--- config.mk ---
export PLATFORM = sky130hd
export DESIGN_NAME = riscv_multicycle_controller
export DESIGN_NICKNAME = d
export VERILOG_FILES = /design/src/rtl/riscv_multicycle_controller.sv
export SDC_FILE = /design/constraint.sdc
export NUM_CORES = 1
export LEC_CHECK = 0
export BUFFER_PORTS_ARGS = -buffer_cell sky130_fd_sc_hd__buf_2
export CELL_PAD_IN_SITES_DETAIL_PLACEMENT = 1
export CELL_PAD_IN_SITES_GLOBAL_PLACEMENT = 2
export CORE_UTILIZATION = 22
export DETAILED_ROUTE_END_ITERATION = 7
export PLACE_DENSITY = 0.85
export SLEW_MARGIN = 20
export SYNTH_ARGS = -nofsm -noshare
export SYNTH_HDL_FRONTEND = slang
export SYNTH_SLANG_ARGS = --single-unit
--- constraint.sdc ---
create_clock -name i_clk -period 2.6 [get_ports i_clk]
set_input_delay 0.52 -clock i_clk [delete_from_list [all_inputs] [get_ports i_clk]]
set_output_delay 0.52 -clock i_clk [all_outputs]
set_load 0.005 [all_outputs]
--- src/rtl/riscv_multicycle_controller.sv ---
// Multicycle RV32I control FSM (Moore style). Sequences a shared datapath
// with one ALU, one unified memory port and one register file. It covers
// LW, SW, R-type ALU, I-type ALU, BEQ and JAL.
// Optional feature macro: RISCV_MC_ILLEGAL_TRAP_EN
//   When it is defined, an unsupported opcode traps into a terminal ILLEGAL
//   state and raises o_illegal until reset.
//   When it is undefined, an unsupported opcode retires as a 2-cycle NOP.
module riscv_multicycle_controller (
  input  logic       i_clk,
  input  logic       i_arst,
  input  logic [6:0] i_op,
  input  logic [2:0] i_funct3,
  input  logic       i_funct7b5,
  input  logic       i_zero,
  output logic       o_pcWrite,
  output logic       o_adrSrc,
  output logic       o_memWrite,
  output logic       o_irWrite,
  output logic [1:0] o_resultSrc,
  output logic [1:0] o_aluSrcA,
  output logic [1:0] o_aluSrcB,
  output logic [3:0] o_aluControl,
  output logic [1:0] o_immSrc,
  output logic       o_regWrite,
  output logic       o_retire,
  output logic       o_illegal
);

  localparam logic [6:0] OP_LW  = 7'b0000011;
  localparam logic [6:0] OP_SW  = 7'b0100011;
  localparam logic [6:0] OP_R   = 7'b0110011;
  localparam logic [6:0] OP_I   = 7'b0010011;
  localparam logic [6:0] OP_B   = 7'b1100011;
  localparam logic [6:0] OP_JAL = 7'b1101111;

  localparam logic [3:0] ALU_ADD = 4'b0000;
  localparam logic [3:0] ALU_SUB = 4'b1000;

  typedef enum logic [3:0] {
    S_FETCH    = 4'd0,
    S_DECODE   = 4'd1,
    S_MEMADR   = 4'd2,
    S_MEMREAD  = 4'd3,
    S_MEMWB    = 4'd4,
    S_MEMWRITE = 4'd5,
    S_EXECUTER = 4'd6,
    S_EXECUTEI = 4'd7,
    S_ALUWB    = 4'd8,
    S_BEQ      = 4'd9,
`ifdef RISCV_MC_ILLEGAL_TRAP_EN
    S_JAL      = 4'd10,
    S_ILLEGAL  = 4'd11
`else
    S_JAL      = 4'd10
`endif
  } state_t;

  state_t     state_r;
  state_t     next_state_s;
  logic       pc_write_s;
  logic       mem_write_s;
  logic       ir_write_s;
  logic       reg_write_s;
  logic       retire_s;
  logic       illegal_s;

  // Only the five defined ALU codes pass through. Any other code becomes ADD.
  function automatic logic [3:0] alu_decode(input logic [3:0] code);
    logic [3:0] res;
    case (code)
      4'b0000: res = 4'b0000;
      4'b1000: res = 4'b1000;
      4'b0111: res = 4'b0111;
      4'b0110: res = 4'b0110;
      4'b0100: res = 4'b0100;
      default: res = ALU_ADD;
    endcase
    return res;
  endfunction

  // Maps the opcode to its immediate format. Opcodes without an immediate give I (00).
  function automatic logic [1:0] imm_decode(input logic [6:0] op);
    logic [1:0] res;
    case (op)
      OP_SW:   res = 2'b01;
      OP_B:    res = 2'b10;
      OP_JAL:  res = 2'b11;
      default: res = 2'b00;
    endcase
    return res;
  endfunction

  // State register: reset parks the FSM in FETCH.
  always_ff @(posedge i_clk or posedge i_arst) begin
    if (i_arst) begin
      state_r <= S_FETCH;
    end else begin
      state_r <= next_state_s;
    end
  end

  // Next-state and per-state output decode. Defaults are the idle/ADD values.
  always_comb begin
    next_state_s = S_FETCH;
    pc_write_s   = 1'b0;
    mem_write_s  = 1'b0;
    ir_write_s   = 1'b0;
    reg_write_s  = 1'b0;
    retire_s     = 1'b0;
    illegal_s    = 1'b0;
    o_adrSrc     = 1'b0;
    o_resultSrc  = 2'b00;
    o_aluSrcA    = 2'b00;
    o_aluSrcB    = 2'b00;
    o_aluControl = ALU_ADD;
    case (state_r)
      S_FETCH: begin
        ir_write_s   = 1'b1;
        pc_write_s   = 1'b1;
        o_aluSrcB    = 2'b10;
        o_resultSrc  = 2'b10;
        next_state_s = S_DECODE;
      end
      S_DECODE: begin
        o_aluSrcA = 2'b01;
        o_aluSrcB = 2'b01;
        case (i_op)
          OP_LW, OP_SW: next_state_s = S_MEMADR;
          OP_R:         next_state_s = S_EXECUTER;
          OP_I:         next_state_s = S_EXECUTEI;
          OP_B:         next_state_s = S_BEQ;
          OP_JAL:       next_state_s = S_JAL;
          default: begin
`ifdef RISCV_MC_ILLEGAL_TRAP_EN
            next_state_s = S_ILLEGAL;
`else
            next_state_s = S_FETCH;
            retire_s     = 1'b1;
`endif
          end
        endcase
      end
      S_MEMADR: begin
        o_aluSrcA = 2'b10;
        o_aluSrcB = 2'b01;
        if (i_op == OP_LW) begin
          next_state_s = S_MEMREAD;
        end else begin
          next_state_s = S_MEMWRITE;
        end
      end
      S_MEMREAD: begin
        o_adrSrc     = 1'b1;
        next_state_s = S_MEMWB;
      end
      S_MEMWB: begin
        o_resultSrc  = 2'b01;
        reg_write_s  = 1'b1;
        retire_s     = 1'b1;
        next_state_s = S_FETCH;
      end
      S_MEMWRITE: begin
        o_adrSrc     = 1'b1;
        mem_write_s  = 1'b1;
        retire_s     = 1'b1;
        next_state_s = S_FETCH;
      end
      S_EXECUTER: begin
        o_aluSrcA    = 2'b10;
        o_aluControl = alu_decode({i_funct7b5, i_funct3});
        next_state_s = S_ALUWB;
      end
      S_EXECUTEI: begin
        o_aluSrcA    = 2'b10;
        o_aluSrcB    = 2'b01;
        o_aluControl = alu_decode({1'b0, i_funct3});
        next_state_s = S_ALUWB;
      end
      S_ALUWB: begin
        reg_write_s  = 1'b1;
        retire_s     = 1'b1;
        next_state_s = S_FETCH;
      end
      S_BEQ: begin
        o_aluSrcA    = 2'b10;
        o_aluControl = ALU_SUB;
        pc_write_s   = i_zero;
        retire_s     = 1'b1;
        next_state_s = S_FETCH;
      end
      S_JAL: begin
        o_aluSrcA    = 2'b01;
        o_aluSrcB    = 2'b10;
        pc_write_s   = 1'b1;
        next_state_s = S_ALUWB;
      end
`ifdef RISCV_MC_ILLEGAL_TRAP_EN
      S_ILLEGAL: begin
        illegal_s    = 1'b1;
        next_state_s = S_ILLEGAL;
      end
`endif
      default: begin
        next_state_s = S_FETCH;
      end
    endcase
  end

  // Enables are forced low while reset is held so nothing writes during reset.
  always_comb begin
    o_pcWrite  = pc_write_s  & ~i_arst;
    o_memWrite = mem_write_s & ~i_arst;
    o_irWrite  = ir_write_s  & ~i_arst;
    o_regWrite = reg_write_s & ~i_arst;
    o_retire   = retire_s    & ~i_arst;
    o_illegal  = illegal_s   & ~i_arst;
    o_immSrc   = imm_decode(i_op);
  end

endmodule

==> flow_metrics.tcl <==
set metrics [dict create \
    coreArea_um2 2300 \
    cp_top_family "flip-flops" \
    period_needed_ns 2.27 \
    path_buf_inv 1 \
    syn-num-nets 88 \
    syn_avg_cell_area_um2 7.47 \
    clk_latency_ns 0.23 \
    yosysUniqueCellTypes 40 \
    p_int_uw 241 \
    synth-seq-cells 4 \
    netlist_area_um2 553 \
    gp_congestion 0.828 \
    period_share 0.873 \
    seq_power_share 0.252 \
    first_pass_iters 3 \
    dp_hpwl_mm 1.40 \
    largest_register "state_r" \
    clk_pin_slew_ns 0.04 \
    p_sw_frac 0.414 \
    layout_setup_ws_ns 0.330 \
    grt_pass1_vias 672 \
    htreeDepth 1 \
    routedWlPerCell_um 13.3 \
    fmax_ghz 0.441 \
    final_common_cell "buf_2" \
    gr-usage-all-layers 0.137 \
    cts_inserted_buffers 3 \
    postCtsSetupBuffers 0 \
    holdBufCountCts 0 \
    synth_ff_type "dfrtp_1" \
    cts_tree "built" \
    grt_max_degree 14 \
    pre_cts_ws_ns 0.516 \
    cp.required_ns 2.08 \
    ys_seq_area_frac 0.181 \
    root_buffer "clkbuf_4" \
    area_delta_synth_final_pct 38.9 \
    port_buffers 31 \
    num_io_pins 33 \
    ant_nets 0 \
    end_kind "output port" \
    hold_path_class "input port to async pin" \
    critPathKind "flip-flop to output port" \
    antenna_found_initial 0 \
    die_h_um 52.1 \
    clkSinkCount 4 \
    num_vias 690 \
    worst_setup_path_start_kind "flip-flop" \
    rsz0062_at_grt "no" \
    grt_pass1_wl_mm 2.89 \
    cp.depth 4 \
    peakVddDrop_mv 0.225 \
    synthArstFlopShare 1.00 \
    combPwrFrac 0.565 \
    drv_cap 0 \
    crit_chain "or2b_1, a2111o_1, o32ai_1, buf_2" \
    fin_tns_setup_ns 0 \
    grt-ovfl-total 0 \
    p_leak_uw 0.000358 \
    dieArea_um2 2720 \
    finClkSkew_ns 0.00159 \
    crit_fanout 13 \
    cts_resized 0 \
    powerDensity_nw_per_um2 537 \
    drc 0 \
    rows 17 \
    finalHoldViolCount 0 \
    slowest_stage "dfrtp_1" \
    cts_max_path_buffers 2 \
    yosysWarningCount 0 \
    drtIter0Drc 12 \
    status "completed" \
    clkPwrFrac 0.183 \
    ff2ff_path_depth 3 \
    drive_gt1_frac 0.387 \
    final_cell_mix "buf_2 (31), nor3_1 (6), a21oi_1 (5)" \
    start_util 0.241 \
    power.switching_uw 171 \
    viasPerCell 5.15 \
    largestRegisters "state_r x4" \
    arrival_ns 1.75 \
    setup_viol 0 \
    dieWidth_um 52.1 \
    largest_reg_flops 4 \
    antenna_cells 0 \
    fin_nets 122 \
    synth_edf_count 0 \
    synth_cells 74 \
    final_max_slew_viol_count 0 \
    drt-total-wl_mm 1.78 \
    reg2reg_slack_ns 1.09 \
    critPathMaxStageDelay_ns 0.54 \
]
[Yosys cell counts, types with 2 or more instances]
cell / count / area (µm²)
nor3_1: 6 / 30.0
a21oi_1: 5 / 25.0
clkbuf_1: 4 / 15.0
dfrtp_1: 4 / 100
nor2_1: 4 / 15.0
nand2_1: 3 / 11.3
nand2b_1: 3 / 18.8
nand4_1: 3 / 18.8
nor2b_1: 3 / 18.8
nor3b_1: 3 / 22.5
nor4_1: 3 / 18.8
and2_1: 2 / 12.5
inv_1: 2 / 7.51
nor4b_1: 2 / 17.5
xnor2_1: 2 / 17.5
[worst paths after layout]
| check | from | end |
|---|---|---|
| min in group i_clk | i_op[4] | state_r[2] |
| worst min register to register | state_r[0] | state_r[0] |
| max in group asynchronous | i_arst | state_r[1] |
| worst max-delay path | state_r[0] | o_retire |
| worst max register to register | state_r[0] | state_r[2] |
| worst min-delay path | i_arst | state_r[2] |
[worst reg2reg max path, delay by kind of cell (launching register included)]
kind / cells / cell delay [ns]
AO/OA/AOI/OAI: 2 / 0.31
AND/OR/NAND/NOR: 1 / 0.58
flip-flops: 1 / 0.49
[layout make-up]
cell class / count / area (µm²)
Fill cell: 305 / 1530
Multi-Input combinational cell: 62 / 418
Timing Repair Buffer: 35 / 185
Sequential cell: 4 / 100
Tap cell: 28 / 35.0
Clock buffer: 3 / 22.5
Inverter: 2 / 7.51
[per-layer routing]
layer | up-vias | global-route usage | wire, µm
met1 | 317 | 0.173 | 856
met3 | 0 | 0.0175 | 109
li1 | 347 | - | -
met4 | 0 | 0.0395 | 0
met5 | - | 0 | 0
met2 | 26 | 0.241 | 815
[power by group through the flow]
stage	clock network (µW)	logic (µW)	registers (µW)
3_5_place_dp	0	234	105
5_1_grt	80.9	259	110
6_report	75.5	233	104
4_1_cts	80.7	235	104
2_1_floorplan	0	150	84.2
3_3_place_gp	0	227	104
[kinds of logic after synthesis]
group / share of synthesized area
DFF: 0.181
buffers and inverters: 0.0633
and+or+nand+nor: 0.457
AOI/OAI and AO/OA: 0.244
xor gates and xnor gates: 0.0475
other: 0.00678
[stage by stage]
| step | cell area [µm²] | instances | power (µW) | hold slack (ns) | util |
|---|---|---|---|---|---|
| floorplan | 553 | 74 | 234 | 0.286 | - |
| global placement | 746 | 131 | 331 | 0.464 | 0.325 |
| detailed placement | 746 | 131 | 339 | 0.466 | 0.325 |
| CTS | 768 | 134 | 420 | 0.214 | 0.334 |
| global route | 768 | 134 | 449 | 0.244 | 0.334 |
| finish | 768 | 134 | 412 | 0.226 | 0.334 |
Power figures use the tool's default switching activity.
